$ cat config.mk
export PLATFORM = sky130hd
export DESIGN_NAME = led_rgb_arb
export DESIGN_NICKNAME = d
export VERILOG_FILES = /design/src/rtl/led_rgb_pkg.sv /design/src/rtl/led_tick_gen.sv /design/src/rtl/led_rgb_arb.sv
export SDC_FILE = /design/constraint.sdc
export NUM_CORES = 1
export LEC_CHECK = 0
export CORE_ASPECT_RATIO = 1.4
export CORE_MARGIN = 2
export CORE_UTILIZATION = 45
export CTS_BUF_LIST = sky130_fd_sc_hd__clkbuf_4
export DETAILED_ROUTE_END_ITERATION = 16
export PLACE_DENSITY_LB_ADDON = 0.15
export SLEW_MARGIN = 20
export SYNTH_ARGS = -nofsm -noshare
export SYNTH_HDL_FRONTEND = slang
export SYNTH_HIERARCHICAL = 1
export SYNTH_SLANG_ARGS = --single-unit
$ cat constraint.sdc
create_clock -name sysclk -period 3.9 [get_ports sysclk]
set_clock_uncertainty 0.1 [all_clocks]
set_input_delay 0.78 -clock sysclk [delete_from_list [all_inputs] [get_ports sysclk]]
set_output_delay 0.78 -clock sysclk [all_outputs]
set_load 0.03 [all_outputs]
$ cat src/rtl/led_rgb_pkg.sv
// Shared types and LED encodings for the RGB LED arbiter.
// LED values are active-low pin patterns ({B,G,R}, 0 = lit).
package led_rgb_pkg;

  typedef enum logic [0:0] {
    ST_IDLE,
    ST_SHOW
  } state_t;

  localparam logic [2:0] LED_OFF = 3'b111;
  localparam logic [2:0] LED_R   = 3'b110;
  localparam logic [2:0] LED_G   = 3'b101;
  localparam logic [2:0] LED_B   = 3'b011;

  // Idle rotation order R -> G -> B -> R; anything else (OFF) starts at R.
  function automatic logic [2:0] rot_next(input logic [2:0] cur);
    case (cur)
      LED_R:   rot_next = LED_G;
      LED_G:   rot_next = LED_B;
      default: rot_next = LED_R;
    endcase
  endfunction

endpackage

$ cat src/rtl/led_tick_gen.sv
// Prescaler producing a one-cycle tick every TICK_DIV clocks.
// clr restarts the count so the next tick lands exactly TICK_DIV cycles later.
module led_tick_gen #(
  parameter int TICK_DIV = 20_000_000
) (
  input  logic sysclk,
  input  logic rst,
  input  logic clr,
  output logic tick
);

  localparam int CW = (TICK_DIV > 2) ? $clog2(TICK_DIV) : 1;

  logic [CW-1:0] cnt_reg;

  assign tick = (cnt_reg == CW'(TICK_DIV - 1));

  always_ff @(posedge sysclk) begin
    if (rst || clr) begin
      cnt_reg <= '0;
    end else if (tick) begin
      cnt_reg <= '0;
    end else begin
      cnt_reg <= cnt_reg + CW'(1);
    end
  end

endmodule

$ cat src/rtl/led_rgb_arb.sv
// Round-robin arbiter sharing one active-low RGB LED among NREQ requesters.
// Optional idle colour rotation enabled by defining LED_RGB_ARB_IDLE_ROTATE_EN.
module led_rgb_arb
  import led_rgb_pkg::*;
#(
  parameter int NREQ     = 2,
  parameter int TICK_DIV = 20_000_000,
  parameter int DUR_W    = 8
) (
  input  logic                      sysclk,
  input  logic                      rst,
  input  logic [NREQ-1:0]           req,
  input  logic [3*NREQ-1:0]         color,
  input  logic [DUR_W*NREQ-1:0]     dur,
  output logic [NREQ-1:0]           gnt,
  output logic [NREQ-1:0]           done,
  output logic                      busy,
  output logic [$clog2(NREQ)-1:0]   owner,
  output logic [2:0]                leds
);

  localparam int OW_W = $clog2(NREQ);

  logic [2:0]       color_arr [NREQ];
  logic [DUR_W-1:0] dur_arr   [NREQ];

  genvar gi;
  generate
    for (gi = 0; gi < NREQ; gi++) begin : g_slice
      assign color_arr[gi] = color[3*gi +: 3];
      assign dur_arr[gi]   = dur[DUR_W*gi +: DUR_W];
    end
  endgenerate

  state_t            state_reg, state_next;
  logic [OW_W-1:0]   owner_reg, owner_next;
  logic [DUR_W-1:0]  dur_reg, dur_next;
  logic [DUR_W-1:0]  tick_cnt_reg, tick_cnt_next;
  logic [NREQ-1:0]   gnt_reg, gnt_next;
  logic [NREQ-1:0]   done_reg, done_next;
  logic [2:0]        leds_reg, leds_next;
  logic              tick_clr;
  logic              tick;
  logic              pick_valid;
  logic [OW_W-1:0]   pick_idx;

  led_tick_gen #(.TICK_DIV(TICK_DIV)) u_tick (
    .sysclk (sysclk),
    .rst    (rst),
    .clr    (tick_clr),
    .tick   (tick)
  );

  // Search starts just past the last owner so it gets the lowest priority.
  always_comb begin
    pick_valid = 1'b0;
    pick_idx   = '0;
    for (int k = 1; k <= NREQ; k++) begin
      if (!pick_valid && req[(int'(owner_reg) + k) % NREQ]) begin
        pick_valid = 1'b1;
        pick_idx   = OW_W'((int'(owner_reg) + k) % NREQ);
      end
    end
  end

  always_comb begin
    state_next    = state_reg;
    owner_next    = owner_reg;
    dur_next      = dur_reg;
    tick_cnt_next = tick_cnt_reg;
    leds_next     = leds_reg;
    gnt_next      = '0;
    done_next     = '0;
    tick_clr      = 1'b0;
    case (state_reg)
      ST_IDLE: begin
        if (pick_valid) begin
          state_next    = ST_SHOW;
          owner_next    = pick_idx;
          gnt_next      = NREQ'(1) << pick_idx;
          dur_next      = (dur_arr[pick_idx] == '0) ? DUR_W'(1) : dur_arr[pick_idx];
          tick_cnt_next = '0;
          leds_next     = ~color_arr[pick_idx];
          tick_clr      = 1'b1;
        end else begin
`ifdef LED_RGB_ARB_IDLE_ROTATE_EN
          if (tick) begin
            leds_next = rot_next(leds_reg);
          end
`else
          leds_next = LED_OFF;
`endif
        end
      end
      ST_SHOW: begin
        if (tick) begin
          if ((tick_cnt_reg + DUR_W'(1)) == dur_reg) begin
            state_next = ST_IDLE;
            done_next  = NREQ'(1) << owner_reg;
            leds_next  = LED_OFF;
            tick_clr   = 1'b1;
          end else begin
            tick_cnt_next = tick_cnt_reg + DUR_W'(1);
          end
        end
      end
      default: begin
        state_next = ST_IDLE;
        leds_next  = LED_OFF;
      end
    endcase
  end

  always_ff @(posedge sysclk) begin
    if (rst) begin
      state_reg    <= ST_IDLE;
      owner_reg    <= OW_W'(NREQ - 1);
      dur_reg      <= '0;
      tick_cnt_reg <= '0;
      gnt_reg      <= '0;
      done_reg     <= '0;
      leds_reg     <= LED_OFF;
    end else begin
      state_reg    <= state_next;
      owner_reg    <= owner_next;
      dur_reg      <= dur_next;
      tick_cnt_reg <= tick_cnt_next;
      gnt_reg      <= gnt_next;
      done_reg     <= done_next;
      leds_reg     <= leds_next;
    end
  end

  assign gnt   = gnt_reg;
  assign done  = done_reg;
  assign busy  = (state_reg == ST_SHOW);
  assign owner = owner_reg;
  assign leds  = leds_reg;

endmodule

# Word level (Yosys, flattened, before mapping)
# Index checks and enable logic that the tools add are counted.
dict set report op_classes {
  add_sub_neg 4
  order_cmp 3
  eq_ne 6
  shifts 2
  n_mux 32
  bitwise_logic 8
  reduce_logical 10
}
# cell count
set ops {}
lappend ops {{8-bit two-way mux} 7}
lappend ops {{25-bit by 1-bit adder with 25-bit output (second input constant)} 1}
lappend ops {{25-bit == test (second input constant)} 1}
lappend ops {{3-bit two-way mux} 6}
lappend ops {{8-bit case mux with 2 select lines} 1}
lappend ops {{1-bit two-way mux} 15}
lappend ops {{8-bit by 1-bit adder with 8-bit output (second input constant)} 1}
lappend ops {{8-bit == test} 1}
lappend ops {{8-bit logical NOT} 1}
lappend ops {{2-bit by 3-bit < comparator with 1-bit output (second input constant)} 2}
lappend ops {{3-bit case mux with 2 select lines} 1}
lappend ops {{2-bit by 1-bit inequality test with 1-bit output (second input constant)} 2}
lappend ops {{2-bit inequality test (second input constant)} 2}
lappend ops {{1-bit NOT} 4}
lappend ops {{1-bit case mux with 2 select lines} 2}
lappend ops {{2-bit AND reduction} 2}
lappend ops {{4-bit OR reduction} 1}
lappend ops {{1-bit by 1-bit << shifter with 2-bit output (first input constant)} 2}
lappend ops {{3-bit NOT} 1}
lappend ops {{3-bit AND reduction} 1}
lappend ops {{3-bit OR reduction} 1}
lappend ops {{1-bit adder (second input constant)} 2}
lappend ops {{1-bit AND (first input constant)} 2}
lappend ops {{2-bit >= comparator (second input constant)} 1}
lappend ops {{other kinds (5)} 5}
dict set report word_totals {
  regBits 50
  output_inout_bits 9
}

# Longest topological paths before layout
dict set report logic_depth {
  word_depth 16
  mapped_depth 11
  mapped_depth_nobuf 10
}

# Cells and area by module
# The synthesis kept the hierarchy.
# mod instances cells_per_inst area_each_um2
set modules_own_cells {}
lappend modules_own_cells {led_rgb_arb 1 165 1465.2}
lappend modules_own_cells {led_tick_gen 1 135 1194.9}

# Worst setup path after synthesis
# No wires, ideal clock.
dict set report synth_path {
  path_kind {register to register}
  from {register u_tick.cnt_reg[0]}
  to {register u_tick.cnt_reg[10]}
  arrival_ps 2331
  t_required_ps 3683
  slack_ps 1351
  stages_incl_launch_ff 12
  path_buffers 2
  cell_sequence {dfxtp_1 ha_1 and4_1 buf_2 nand4_1 nor4b_1 nand2_1 o21ai_0 nor2_1 o31ai_2 buf_2 nor2_1}
}
dict set report synth_via {
  elab_chain_cells 5
}
# item line_no
set synth_lines {}
lappend synth_lines {{start, declared} led_tick_gen.sv:14} ;# logic [CW-1:0] cnt_reg;
lappend synth_lines {{start signal, assigned} led_tick_gen.sv:24} ;# cnt_reg <= cnt_reg + CW'(1);
lappend synth_lines {{25-bit == test} led_tick_gen.sv:16} ;# assign tick = (cnt_reg == CW'(TICK_DIV - 1));
lappend synth_lines {{via tick} led_rgb_arb.sv:43} ;# logic tick;
lappend synth_lines {{1-bit two-way mux} led_rgb_arb.sv:96} ;# if (tick) begin
lappend synth_lines {{1-bit case mux with 2 select lines} led_rgb_arb.sv:75} ;# case (state_reg)
lappend synth_lines {{via tick_clr} led_rgb_arb.sv:42} ;# logic tick_clr;
lappend synth_lines {{1-bit logical OR} led_tick_gen.sv:19} ;# if (rst || clr) begin
lappend synth_lines {{2-bit OR reduction (no line)} --}
# The timed path passes the listed nets, and every way through them passes these cells.
# A chain may end at the register's enable or synchronous reset.

# Worst setup path in the final report
dict set report layout_path {
  from {register u_tick.cnt_reg[0]}
  to {register u_tick.cnt_reg[19]}
}
# The elaborated chain is that of the path after synthesis.

==> summary by stage <==
Status
The run finished with clean final reports.

Yosys
The count of flip-flops with a built-in enable after synthesis is 0. The compound-cell area share of the yosys netlist is 0.1670. By area, the combinational part of the netlist is dominated by simple AND/OR/NAND/NOR gates. The biggest area contributor in the post-synthesis netlist is sky130_fd_sc_hd__dfxtp_1.

After synthesis, the share of cell area in mux cells is 0.04610. The share of synthesized cell area in and, or, nand and nor gates is 0.2921. The synthesized design contains 50 register bits.

Of the post-synthesis cell area, the dominant cell type holds 0.3763. The area share of xor/xnor cells in the synthesized design is 0.06914. Of the synthesized area, sequential elements account for 0.3763.

The gate count after technology mapping is 300. The net count of the mapped netlist is 328. The top flip-flop cell by instance count after synthesis is sky130_fd_sc_hd__dfxtp_1. The total number of yosys warnings is 6. A synthesized cell averages 8.867 µm². The post-synthesis async set-or-reset flop share is 0. Yosys attributes the largest share of cell area to sky130_fd_sc_hd__dfxtp_1 38%, sky130_fd_sc_hd__nor2_1 4.4%, sky130_fd_sc_hd__mux2i_1 3.8%, sky130_fd_sc_hd__xnor2_1 3.6%, sky130_fd_sc_hd__nand3_1 3.6%. The netlist area before placement is 2660 µm². The adder-cell share of the synthesized area is 0.009407. The distinct cell type count after synthesis is 61.

Power
The leakage power of the design is 1.016 nW. The power density relative to cell area is 298.8 nW/µm². The worst ir drop on vdd is 0.1858 mV.

STA
Setup violations remaining at the end of the flow were counted as 0. For the pin with the worst max-slew slack, the measured transition is 0.7539 ns. The final hold violation count came to 0. The number of max-slew violations in the final report was 0. In this run the tightest slew margin relative to its limit is 0.4963. In the post-route analysis, the smallest setup slack over all paths is 0.9055 ns. The period utilization is 0.7678. Timing would allow up to 333.9 MHz.

Setup repair after global routing left no endpoint under its margin. The minimum period implied by the final worst setup slack is 2.995 ns. After routing, the total negative slack on setup checks comes to 0 ns.

Worst setup path
STA classifies the critical path endpoint as a flip-flop. The worst register-to-register path has a setup slack of 0.91 ns. The depth of the worst register-to-register path is 10. Of all nets on the critical path, the largest fanout is 24.

The critical path's largest stage delay is 0.45 ns. The largest individual stage delay along the critical path comes from the cell sky130_fd_sc_hd__nor4b_1. The count of buffer and inverter cells on the critical path is 1. STA classifies the critical path startpoint as a flip-flop. The signal on the critical path passes through ha_1, and4_1, nand4_1, nor4b_1, nand2_1, o21ai_0, nor2_1, o31ai_2, buf_4, a21oi_1.

The worst setup path category is reg -> reg. The startpoint identified for the worst register-to-register timing path is u_tick/cnt_reg[0]. The critical path crosses 10 cells after its start point.

The startpoint of the most critical setup path is u_tick/cnt_reg[0]. For the worst setup path, the data required time is 4.06 ns. The reg-to-reg critical path endpoint is u_tick/cnt_reg[19]. Grouping stages by cell kind, the critical path spends the most delay in simple AND/OR/NAND/NOR gates. The arrival time reported for the critical path endpoint is 3.15 ns.

Die
Measured along the y axis, the die boundary spans 94.97 µm. Row generation in the floorplan step produced 33 rows. The total die area is 6551 µm².

The horizontal extent of the die is 68.98 µm. For this design the top-level I/O count stands at 35. The floorplan step defined a core boundary enclosing 5781 µm².

For this configuration, the core starts out at a cell density of 0.4602.

Finish
The count of fill cells added during filler insertion is 562. The flip-flop count of the largest register after layout is 25. At the end of the flow, the number of nets in the layout was 357.

At the end of the flow the core is filled with cells to 0.5338. The commonest non-fill, non-tap cell in the layout is sky130_fd_sc_hd__dfxtp_1. Of the cells placed in the final design, the portion with a size suffix greater than 1 is 0.09394. The area growth from synthesis to layout is 15.99%. The number of antenna cells inserted is 0.

The library cells used most frequently in the layout, excluding fill and tap cells, are 50 x sky130_fd_sc_hd__dfxtp_1, 34 x sky130_fd_sc_hd__clkdlybuf4s50_1, 31 x sky130_fd_sc_hd__nor2_1. The filler-free cell count of the finished design is 400.

Drt
For this run, design rule violations remaining after detail routing come to 0. The total iterations of the first detailed-routing run is 4. In the detailed route, the total length drawn on met2 is 3.316 mm. In the final routed layout, each cell accounts on average for 14.96 µm. The residual antenna-violating net count after detailed routing is 0.

The post-detailed-routing wire length is 5.982 mm. The detailed router placed 2283 vias in this run. The routed via count divided by cell count is 5.708. The routed wire length on met3 is 149 µm. The top layer reached by signal wires is met4. The number of DRC markers after the initial detailed-route iteration is 77. In the final routing, the length of wire on met1 measures 2.412 mm.

Global routing
For this run the aggregate overflow at the end of global routing stands at 0. The via count of the first global-routing pass was 2231. The number of antenna violations at the first check in global routing is 0. The largest net degree at the start of global routing is 25. Across every metal layer, demand over resource in global routing totals 0.2030. The first global-routing pass estimated 10.03 mm of wire.

Clock network
The clock latency reported for the late side of the worst-skew pair is 0.38 ns. After clock tree synthesis, the repair step resized 0 gates. In this run the post-CTS setup repair buffer count came out at 0. The cell sitting at the root of the clock tree is a sky130_fd_sc_hd__clkbuf_4.

The TritonCTS clock tree is built. For this design, the CTS-stage hold fixing added 0 buffers. The clock-pin transition on the worst setup and hold timing paths is 0.15 ns. The tree built by TritonCTS fans out to 50 sinks. The number of buffers on the longest clock path is 2. The number of buffers inserted during clock tree synthesis is 5.

The H-tree depth is 2.

Hold path
The worst hold path cell count is 1. The startpoint identified for the worst hold timing path is u_tick/cnt_reg[0]. For hold timing, the worst endpoint is u_tick/cnt_reg[0]. The kind of path behind the tightest hold check is reg -> reg.

Placed design
At the placement stage, the worst setup path has a slack of 0.9600 ns. The sum of net half-perimeters after detailed placement is 4.526 mm. The routability-driven placement congestion ratio is 0.8665.

Once placement completed, the tool counted placed cells totaling 392. The number of buffers added on ports is 34.

Flow run
The number of max-cap violations is 0.
## layer usage
| metal | vias up | global-route usage |
|---|---|---|
| li1 | 1167 | - |
| met1 | 1082 | 0.2101 |
| met2 | 25 | 0.3934 |
| met3 | 9 | 0.03576 |
| met4 | 0 | 0.06536 |
| met5 | - | 0 |
## synth_stat cells (2+ instances only)
cell type / count
sky130_fd_sc_hd__nor4b_1: 4
sky130_fd_sc_hd__a21boi_1: 3
sky130_fd_sc_hd__clkbuf_1: 6
sky130_fd_sc_hd__or3_4: 2
sky130_fd_sc_hd__nor3_1: 5
sky130_fd_sc_hd__buf_1: 2
sky130_fd_sc_hd__nand3_2: 2
sky130_fd_sc_hd__o31ai_1: 2
sky130_fd_sc_hd__nand2_1: 22
sky130_fd_sc_hd__a31oi_1: 3
sky130_fd_sc_hd__ha_1: 2
sky130_fd_sc_hd__or4_1: 2
sky130_fd_sc_hd__or3_1: 6
sky130_fd_sc_hd__nor2_1: 31
sky130_fd_sc_hd__xnor2_1: 11
sky130_fd_sc_hd__a211oi_1: 8
sky130_fd_sc_hd__nor3b_1: 5
sky130_fd_sc_hd__and3_1: 3
sky130_fd_sc_hd__mux2i_1: 10
sky130_fd_sc_hd__or3_2: 3
sky130_fd_sc_hd__xor2_1: 10
sky130_fd_sc_hd__o21ba_1: 2
sky130_fd_sc_hd__nor2b_1: 2
sky130_fd_sc_hd__o21ai_0: 15
sky130_fd_sc_hd__a21oi_1: 13
sky130_fd_sc_hd__dfxtp_1: 50
sky130_fd_sc_hd__nor4_1: 4
sky130_fd_sc_hd__buf_2: 4
sky130_fd_sc_hd__o32a_1: 3
sky130_fd_sc_hd__inv_1: 4
sky130_fd_sc_hd__nor4bb_1: 2
sky130_fd_sc_hd__nand3_1: 19
sky130_fd_sc_hd__nand4_1: 6
sky130_fd_sc_hd__buf_6: 3
sky130_fd_sc_hd__and4_1: 5
## stage by stage
stage          instance area [µm²]  power [mW]  hold slack (ns)
6_report                      3085      0.9220           0.3776
5_1_grt                       3085      0.9678           0.4205
4_1_cts                       3085      0.9374           0.3817
3_5_place_dp                  3027      0.6939           0.3477
3_3_place_gp                  3027      0.6925           0.3385
2_1_floorplan                 2660      0.6343           0.3297
## area by class of cell
type	count	area, µm²	area share
multi-input combinational	230	1553	0.5032
sequential	50	1001	0.3244
timing repair buffer	38	370.4	0.1200
tap	70	87.58	0.02839
clock buffer	5	37.54	0.01217
clock inverter	3	21.27	0.006894
inverter	4	15.01	0.004866
## worst reg2reg max path: stages, from the launching register on
cell,delay (ns)
sky130_fd_sc_hd__dfxtp_1,0.40
sky130_fd_sc_hd__ha_1,0.22
sky130_fd_sc_hd__and4_1,0.35
sky130_fd_sc_hd__nand4_1,0.22
sky130_fd_sc_hd__nor4b_1,0.45
sky130_fd_sc_hd__nand2_1,0.29
sky130_fd_sc_hd__o21ai_0,0.30
sky130_fd_sc_hd__nor2_1,0.09
sky130_fd_sc_hd__o31ai_2,0.08
sky130_fd_sc_hd__buf_4,0.30
sky130_fd_sc_hd__a21oi_1,0.08
## logic make-up after synthesis
| family | count (synthesis) |
|---|---|
| simple gates | 134 |
| compound gates | 61 |
| flops | 50 |
| xor+xnor | 21 |
| buf+inv | 20 |
| mux | 12 |
| fa+ha+maj | 2 |
## where the power goes
part / internal [mW] / leakage, nW / switching, mW
Clock: 0.0705 / 0.0312 / 0.170
Sequential: 0.527 / 0.407 / 0.0164
Combinational: 0.0692 / 0.578 / 0.0686
## worst max-delay path by stage
| stage | to | slack, ns |
|---|---|---|
| after floorplan | u_tick/cnt_reg[10] | 1.35 |
| after global placement | u_tick/cnt_reg[12] | 1.02 |
| after detailed placement | u_tick/cnt_reg[8] | 0.96 |
| after CTS | u_tick/cnt_reg[19] | 0.94 |
| after global routing | u_tick/cnt_reg[12] | 0.61 |
| final | u_tick/cnt_reg[19] | 0.91 |
Power figures use the tool's default switching activity.
